<file path="src/rtl/nabp_pkg.sv">
// Shared constants, FSM state type and fixed-point sizing helpers for the NABP mapper datapath.
package nabp_pkg;

   localparam int ANGLE_W     = 8;
   localparam int ACCU_INT_W  = 9;
   localparam int ACCU_FRAC_W = 12;
   localparam int IMAGE_SIZE  = 128;
   localparam int LINE_LEN    = 128;
   localparam int ADDR_W      = 7;

   typedef enum logic [2:0] {
      IDLE,
      WAIT1,
      WAIT2,
      LOAD,
      RUN,
      DONE
   } mapper_state_t;

   // Sign bit + integer bits + fractional bits.
   function automatic int accu_width(input int int_w, input int frac_w);
      return 1 + int_w + frac_w;
   endfunction

   function automatic int step_width(input int steps);
      return (steps > 1) ? $clog2(steps) : 1;
   endfunction

endpackage

</file>
<file path="src/rtl/nabp_mapper_addr_gen_if.sv">
// Line-buffer address stream: valid/ready with out-of-bounds and last-step side flags.
interface nabp_mapper_addr_gen_if #(
   parameter int ADDR_W = nabp_pkg::ADDR_W
);

   logic              addr_valid;
   logic              addr_ready;
   logic [ADDR_W-1:0] addr;
   logic              addr_oob;
   logic              addr_last;

   modport master (
      output addr_valid,
      input  addr_ready,
      output addr,
      output addr_oob,
      output addr_last
   );

   modport slave (
      input  addr_valid,
      output addr_ready,
      input  addr,
      input  addr_oob,
      input  addr_last
   );

endinterface

</file>
<file path="src/rtl/nabp_fixed_floor_oob.sv">
// Signed fixed-point accumulator to line-buffer address: floor toward -inf, with out-of-range flag.
module nabp_fixed_floor_oob
   import nabp_pkg::*;
#(
   parameter int INT_W    = ACCU_INT_W,
   parameter int FRAC_W   = ACCU_FRAC_W,
   parameter int LINE_LEN = nabp_pkg::LINE_LEN,
   parameter int ADDR_W   = nabp_pkg::ADDR_W,
   localparam int ACCU_W  = accu_width(INT_W, FRAC_W)
) (
   input  logic signed [ACCU_W-1:0] accu,
   output logic [ADDR_W-1:0]        addr,
   output logic                     oob
);

   // Dropping the fraction bits of a two's-complement value is already floor toward -inf.
   logic signed [INT_W:0] int_part;
   logic                  too_high;
   logic                  unused_frac;

   assign int_part    = accu[ACCU_W-1:FRAC_W];
   assign unused_frac = ^accu[FRAC_W-1:0];
   assign too_high    = ({1'b0, int_part[INT_W-1:0]} >= (INT_W+1)'(LINE_LEN));
   assign oob         = int_part[INT_W] | too_high;
   assign addr        = oob ? '0 : int_part[ADDR_W-1:0];

endmodule

</file>
<file path="src/rtl/nabp_mapper_addr_gen.sv">
// Per-angle address generator: primes the coefficient LUT, then streams floor(base + k*part) for IMAGE_SIZE steps.
module nabp_mapper_addr_gen #(
   parameter int  ANGLE_W     = nabp_pkg::ANGLE_W,
   parameter int  ACCU_INT_W  = nabp_pkg::ACCU_INT_W,
   parameter int  ACCU_FRAC_W = nabp_pkg::ACCU_FRAC_W,
   parameter int  IMAGE_SIZE  = nabp_pkg::IMAGE_SIZE,
   parameter int  LINE_LEN    = nabp_pkg::LINE_LEN,
   parameter int  ADDR_W      = nabp_pkg::ADDR_W,
   localparam int ACCU_W      = 1 + ACCU_INT_W + ACCU_FRAC_W
) (
   input  logic                     clk,
   input  logic                     reset_n,
   input  logic                     start,
   input  logic [ANGLE_W-1:0]       angle,
   output logic                     busy,
   output logic                     done,
   output logic [ANGLE_W-1:0]       mp_angle,
   input  logic signed [ACCU_W-1:0] mp_accu_part,
   input  logic signed [ACCU_W-1:0] mp_accu_base,
   nabp_mapper_addr_gen_if.master   addr_bus
);

   import nabp_pkg::*;

   localparam int               STEP_W    = step_width(IMAGE_SIZE);
   localparam logic [STEP_W-1:0] LAST_STEP = STEP_W'(IMAGE_SIZE - 1);

   mapper_state_t            state_reg;
   mapper_state_t            state_next;
   logic [ANGLE_W-1:0]       angle_reg;
   logic signed [ACCU_W-1:0] accu_reg;
   logic signed [ACCU_W-1:0] accu_sum;
   logic [STEP_W-1:0]        step_reg;
   logic                     run;
   logic                     at_last;
   logic                     xfer;
   logic                     sum_ovf;
   logic [ADDR_W-1:0]        floor_addr;
   logic                     floor_oob;

   assign run     = (state_reg == RUN);
   assign at_last = (step_reg == LAST_STEP);
   assign xfer    = run && addr_bus.addr_ready;

   always_ff @(posedge clk or negedge reset_n) begin
      if (!reset_n) begin
         state_reg <= IDLE;
      end else begin
         state_reg <= state_next;
      end
   end

   // WAIT1/WAIT2 absorb the LUT's two register stages so base/part are valid in LOAD.
   always_comb begin
      state_next = state_reg;
      unique case (state_reg)
         IDLE:    if (start) state_next = WAIT1;
         WAIT1:   state_next = WAIT2;
         WAIT2:   state_next = LOAD;
         LOAD:    state_next = RUN;
         RUN:     if (xfer && at_last) state_next = DONE;
         DONE:    state_next = IDLE;
         default: state_next = IDLE;
      endcase
   end

   assign accu_sum = accu_reg + mp_accu_part;

   always_ff @(posedge clk or negedge reset_n) begin
      if (!reset_n) begin
         angle_reg <= '0;
         accu_reg  <= '0;
         step_reg  <= '0;
      end else begin
         if (state_reg == IDLE && start) begin
            angle_reg <= angle;
         end
         if (state_reg == LOAD) begin
            accu_reg <= mp_accu_base;
            step_reg <= '0;
         end else if (xfer) begin
            accu_reg <= accu_sum;
            step_reg <= step_reg + STEP_W'(1);
         end
      end
   end

   nabp_fixed_floor_oob #(
      .INT_W    (ACCU_INT_W),
      .FRAC_W   (ACCU_FRAC_W),
      .LINE_LEN (LINE_LEN),
      .ADDR_W   (ADDR_W)
   ) u_floor_oob (
      .accu (accu_reg),
      .addr (floor_addr),
      .oob  (floor_oob)
   );

   assign busy                = (state_reg != IDLE);
   assign done                = (state_reg == DONE);
   assign mp_angle            = angle_reg;
   assign addr_bus.addr_valid = run;
   assign addr_bus.addr       = run ? floor_addr : '0;
   assign addr_bus.addr_oob   = run && floor_oob;
   assign addr_bus.addr_last  = run && at_last;

   // Same-sign operands producing an opposite-sign sum means the accumulator wrapped.
   assign sum_ovf = (accu_reg[ACCU_W-1] == mp_accu_part[ACCU_W-1]) &&
                    (accu_sum[ACCU_W-1] != accu_reg[ACCU_W-1]);

   a_no_accu_wrap : assert property (@(posedge clk) disable iff (!reset_n) xfer |-> !sum_ovf);

   a_stall_holds_addr : assert property (@(posedge clk) disable iff (!reset_n)
      (run && !addr_bus.addr_ready) |=> (run && $stable(addr_bus.addr) &&
                                         $stable(addr_bus.addr_oob) && $stable(addr_bus.addr_last)));

endmodule

</file>
<file path="src/flat_wrapper.sv">
// flat-port wrapper written by rule: the top's interface ports become plain ports
module nabp_mapper_addr_gen_flat import nabp_pkg::*;
#(
   parameter int  ANGLE_W     = nabp_pkg::ANGLE_W,
   parameter int  ACCU_INT_W  = nabp_pkg::ACCU_INT_W,
   parameter int  ACCU_FRAC_W = nabp_pkg::ACCU_FRAC_W,
   parameter int  IMAGE_SIZE  = nabp_pkg::IMAGE_SIZE,
   parameter int  LINE_LEN    = nabp_pkg::LINE_LEN,
   parameter int  ADDR_W      = nabp_pkg::ADDR_W,
   localparam int ACCU_W      = 1 + ACCU_INT_W + ACCU_FRAC_W
)
  (clk, reset_n, start, angle, busy, done, mp_angle, mp_accu_part, mp_accu_base, addr_bus_addr_valid, addr_bus_addr_ready, addr_bus_addr, addr_bus_addr_oob, addr_bus_addr_last);
  nabp_mapper_addr_gen_if #(.ADDR_W(ADDR_W)) addr_bus_i ();
  input  logic clk;
  input  logic reset_n;
  input  logic start;
  input  logic [ANGLE_W-1:0] angle;
  output logic busy;
  output logic done;
  output logic [ANGLE_W-1:0] mp_angle;
  input  logic signed [ACCU_W-1:0] mp_accu_part;
  input  logic signed [ACCU_W-1:0] mp_accu_base;
  output wire logic [$bits(addr_bus_i.addr_valid)-1:0] addr_bus_addr_valid;
  input wire logic [$bits(addr_bus_i.addr_ready)-1:0] addr_bus_addr_ready;
  output wire logic [$bits(addr_bus_i.addr)-1:0] addr_bus_addr;
  output wire logic [$bits(addr_bus_i.addr_oob)-1:0] addr_bus_addr_oob;
  output wire logic [$bits(addr_bus_i.addr_last)-1:0] addr_bus_addr_last;
  assign addr_bus_addr_valid = addr_bus_i.addr_valid;
  assign addr_bus_i.addr_ready = addr_bus_addr_ready;
  assign addr_bus_addr = addr_bus_i.addr;
  assign addr_bus_addr_oob = addr_bus_i.addr_oob;
  assign addr_bus_addr_last = addr_bus_i.addr_last;
  nabp_mapper_addr_gen #(.ANGLE_W(ANGLE_W), .ACCU_INT_W(ACCU_INT_W), .ACCU_FRAC_W(ACCU_FRAC_W), .IMAGE_SIZE(IMAGE_SIZE), .LINE_LEN(LINE_LEN), .ADDR_W(ADDR_W)) u_core (.clk(clk), .reset_n(reset_n), .start(start), .angle(angle), .busy(busy), .done(done), .mp_angle(mp_angle), .mp_accu_part(mp_accu_part), .mp_accu_base(mp_accu_base), .addr_bus(addr_bus_i));
endmodule
</file>
<file path="config.mk">
export PLATFORM = sky130hd
export DESIGN_NAME = nabp_mapper_addr_gen_flat
export DESIGN_NICKNAME = d
export VERILOG_FILES = /design/src/rtl/nabp_pkg.sv /design/src/rtl/nabp_mapper_addr_gen_if.sv /design/src/rtl/nabp_fixed_floor_oob.sv /design/src/rtl/nabp_mapper_addr_gen.sv /design/src/flat_wrapper.sv
export SDC_FILE = /design/constraint.sdc
export NUM_CORES = 1
export LEC_CHECK = 0
export ABC_AREA = 1
export CAP_MARGIN = 20
export CORE_UTILIZATION = 55
export CTS_CLUSTER_SIZE = 28
export DETAILED_ROUTE_END_ITERATION = 10
export PLACE_DENSITY = 0.86
export SETUP_SLACK_MARGIN = 0.05
export SYNTH_ARGS = -nofsm -noshare
export SYNTH_HDL_FRONTEND = slang
export SYNTH_SLANG_ARGS = --single-unit
</file>
<file path="constraint.sdc">
create_clock -name clk -period 3.2 [get_ports clk]
set_clock_uncertainty 0.1 [all_clocks]
set_input_delay 0.64 -clock clk [delete_from_list [all_inputs] [get_ports clk]]
set_output_delay 0.64 -clock clk [all_outputs]
set_load 0.05 [all_outputs]
</file>
==> results of run 1 <==
[path summary, 6_finish.rpt]
kind / startpoint / to / cells after the start
worst max-delay path: u_core.accu_reg[19] / addr_bus_addr[3] / 4
worst min-delay path: u_core.state_reg[0] / u_core.state_reg[0] / 1
worst max register to register: u_core.state_reg[1] / u_core.step_reg[3] / 9
worst min register to register: u_core.state_reg[0] / u_core.state_reg[0] / 1
max in group asynchronous: reset_n / u_core.step_reg[5] / 1
min in group asynchronous: reset_n / u_core.step_reg[1] / 1
[cell usage after synthesis (2+ instances only)]
library cell and count:
sky130_fd_sc_hd__xor2_1 7, sky130_fd_sc_hd__ha_1 22, sky130_fd_sc_hd__nor2_1 66, sky130_fd_sc_hd__nand4_1 5, sky130_fd_sc_hd__o31ai_2 2, sky130_fd_sc_hd__mux2_2 8, sky130_fd_sc_hd__a31oi_1 3, sky130_fd_sc_hd__inv_1 71
sky130_fd_sc_hd__nand3_1 38, sky130_fd_sc_hd__nand2_1 195, sky130_fd_sc_hd__buf_2 5, sky130_fd_sc_hd__clkbuf_1 3, sky130_fd_sc_hd__nand2_2 3, sky130_fd_sc_hd__inv_2 4, sky130_fd_sc_hd__xnor2_1 2, sky130_fd_sc_hd__a211oi_1 3
sky130_fd_sc_hd__a21oi_1 16, sky130_fd_sc_hd__o21ai_0 8, sky130_fd_sc_hd__dfrtp_1 40, sky130_fd_sc_hd__o21ai_1 2, sky130_fd_sc_hd__nor3_1 9
[critical path, delay by kind of cell, from the launching register on]
family	cells	cell delay, ns
simple gates	2	0.43
buf+inv	2	1.03
flops	1	0.43
[stage by stage]
step | util [%] | std cells | hold slack [ns] | area, sq um | total power, mW
after floorplan | - | 523 | 0.244 | 3330 | 2.70
after global placement | 72.8 | 663 | 0.355 | 4130 | 3.29
after detailed placement | 72.8 | 663 | 0.371 | 4130 | 3.35
after CTS | 75.0 | 670 | 0.382 | 4260 | 3.86
after global routing | 75.0 | 670 | 0.397 | 4260 | 4.21
final | 75.0 | 670 | 0.382 | 4260 | 3.88
[routing by layer]
layer	vias to the layer above	GRT usage [%]	part of all wire, %
met5	-	0	0
met4	0	14.1	2.5
met1	1625	38.9	43
met2	136	54.2	47
li1	1790	-	-
met3	20	6.97	7.9
[cell families after synthesis]
kind of cell	Yosys count	share of synthesized area, %
xor+xnor	9	2.37
buf+inv	85	10.1
flops	40	30.1
simple gates	319	38.7
fa+ha+maj	23	8.88
compound gates	38	6.81
mux	9	3.01
[where the power goes]
part           switching (mW)  total [mW]  internal (mW)
registers               0.165       0.888          0.722
clock network           0.187       0.494          0.307
logic                    1.60        2.50          0.896
total                    1.96        3.88           1.93
[area by class of cell]
cell class              count  area share [%]
multi-input cells         398            46.7
repair buffers             78            18.0
clock buffers               5            1.62
inverters                  75            6.61
well taps                  72            2.12
flip-flops and latches     40            23.5
clock inverters             2            1.41
==> summary by stage, run 1 <==
Global route
The first global-routing pass estimated 15700 um of wire. The via count of the first global-routing pass is roughly 3600. The pin count of the biggest net entering global routing is between 40 and 50. The initial antenna violation count was 0. Global routing used about 32% of the available tracks across all layers. Global routing finished with a remaining overflow of 0.

Setup path
The data required time at the worst endpoint is 2.46 ns. In this run the register-to-register setup slack is 0.89 ns. In this run the worst path has a maximum fanout of 7. The class of the most critical setup path is flip-flop to primary output. Traced cell by cell, the critical path runs through nor3_1, inv_1, nor2_1, clkdlybuf4s50_1. The kind of capture point of the worst setup path is a primary output.

Among all stages on the critical path, the largest delay is contributed by sky130_fd_sc_hd__clkdlybuf4s50_1. The arrival time of data at the critical path endpoint is 2.19 ns. The stage delay of the slowest cell on the critical path is 0.85 ns. The type of element launching the critical path is a flip-flop.

Synthesis
For this run, the number of Yosys warnings is 0. The sequential share of the synthesized area is 30.1%. Of the post-synthesis cell area, the dominant cell type holds 30.1%. The synthesized instance count is 523.

The distinct cell type count of the synthesized netlist is 32. The average cell area after synthesis is 6.36 sq um. The post-synthesis instance area is 0.00333 sq mm. Of all flip-flops after synthesis, the portion carrying an async set or reset was 100%. The synthesized net count is ~600. Summed over all instances, the cell type with the most area after synthesis is sky130_fd_sc_hd__dfrtp_1.

Synthesis inferred 40 register bits. The most used flip-flop cell after synthesis is sky130_fd_sc_hd__dfrtp_1. The synthesized design contains 0 enable-type register cells. By area the synthesized netlist is led by sky130_fd_sc_hd__dfrtp_1 (30%), sky130_fd_sc_hd__nand2_1 (22%), sky130_fd_sc_hd__ha_1 (8.3%).

Power
Power spread over the standard cell area amounts to 911 mW/mm^2. The analysis attributes to cell leakage a power of 2.30 nW. VDD sags by at most 807 uV.

Route
The DRC violation total after the first TritonRoute iteration is 263. The number of nets still failing antenna checks after routing is 0. After detailed routing, the average wire length per cell comes to ~14 um.

For this run, the detailed router's first-pass iteration total came to 4. The final layout contains routed wiring with a total length of 9330 um. The via total after detailed routing is 3571. The detail-routed via count per cell is 5.33. The remaining routing DRC violations is 0.

CTS
The number of H-tree levels is 2. The number of clock sinks is 40. The root buffer selected by CTS is sky130_fd_sc_hd__clkbuf_8.

The clock slew seen by the registers of the worst setup and hold paths is about 0.09 ns. The number of cells upsized or downsized after cts is 0. The total CTS buffers is 5.

Buffers inserted to repair hold after CTS numbered 0. TritonCTS built the clock tree. The number of buffers on the longest clock path is 2. Post-CTS timing repair inserted 0 buffers for setup.

The clock latency on the worst-skew pair is 0.29 ns.

STA
In the final timing run, aggregate negative setup slack is 0 ns. Headroom to the max-slew limit came out at around a third. The total count of max-transition violations in the final report is 0. The least setup slack across all paths after layout is 0.268 ns. The total of endpoints with negative setup slack in the final report is 0. The maximum operating frequency is 341 MHz. Of the available clock period, the critical path in the final layout requires 91.6%.

The final hold violation count was 0. Setup repair after global routing left no endpoint under its margin. Counting I/O delays and the setup requirement, the final critical path takes between 2 and 3 ns. The slew of the pin with the lowest slew margin is about 1 ns.

Floorplan
The floorplan die height is 79.8 um. The die covers 0.00636 sq mm. The die span in x is between 70 and 80 um.

The initial utilization of the core area, before any placement, comes to 58.6%. After floorplanning, the core was divided into 27 placement rows. The region available for standard cell placement spans 0.00568 sq mm. The number of I/O pins is 76.

Cells and area
The total area of multi-input combinational cells is 0.00199 sq mm. The library cells used most frequently in the layout, excluding fill and tap cells, are sky130_fd_sc_hd__nand2_1 (195), sky130_fd_sc_hd__clkdlybuf4s50_1 (74), sky130_fd_sc_hd__inv_1 (71), sky130_fd_sc_hd__nor2_1 (66), sky130_fd_sc_hd__dfrtp_1 (40). Leaving out fill and tap cells, the most frequent cell in the layout is sky130_fd_sc_hd__nand2_1. The number of inserted diodes is 0.

Fill cells in the final layout number 480. Across the whole layout, storage elements account for 0.00100 sq mm. The flip-flop count of the largest register, all copies and words added is 22. The final layout contains 677 nets.

The area growth from synthesis to layout is 28.0%. The share of layout cells above drive strength 1 is 4.85%.

Hold path
The class of the most critical hold timing path is flip-flop to flip-flop.

Outcome
The run finished with clean final reports.

Placed design
Routability-driven placement finished with a final weighted congestion of between 0.9 and 1. OpenSTA, run right after detailed placement, puts the worst setup slack at around 0.4 ns. The half-perimeter wire length after placement is 7150 um. The count of buffers added on input and output ports is 75.

Job
The max-cap check violation count is 0.
Power figures use the tool's default switching activity.
==> run 2, diff against run 1 <==
--- a/config.mk
+++ b/config.mk
@@ -12,6 +12,7 @@
 export DETAILED_ROUTE_END_ITERATION = 10
 export PLACE_DENSITY = 0.86
 export SETUP_SLACK_MARGIN = 0.05
+export SKIP_LAST_GASP = 1
 export SYNTH_ARGS = -nofsm -noshare
 export SYNTH_HDL_FRONTEND = slang
 export SYNTH_SLANG_ARGS = --single-unit
==> results of run 2 <==
The final DEF is identical to that of run 1; final timing and power are the same.
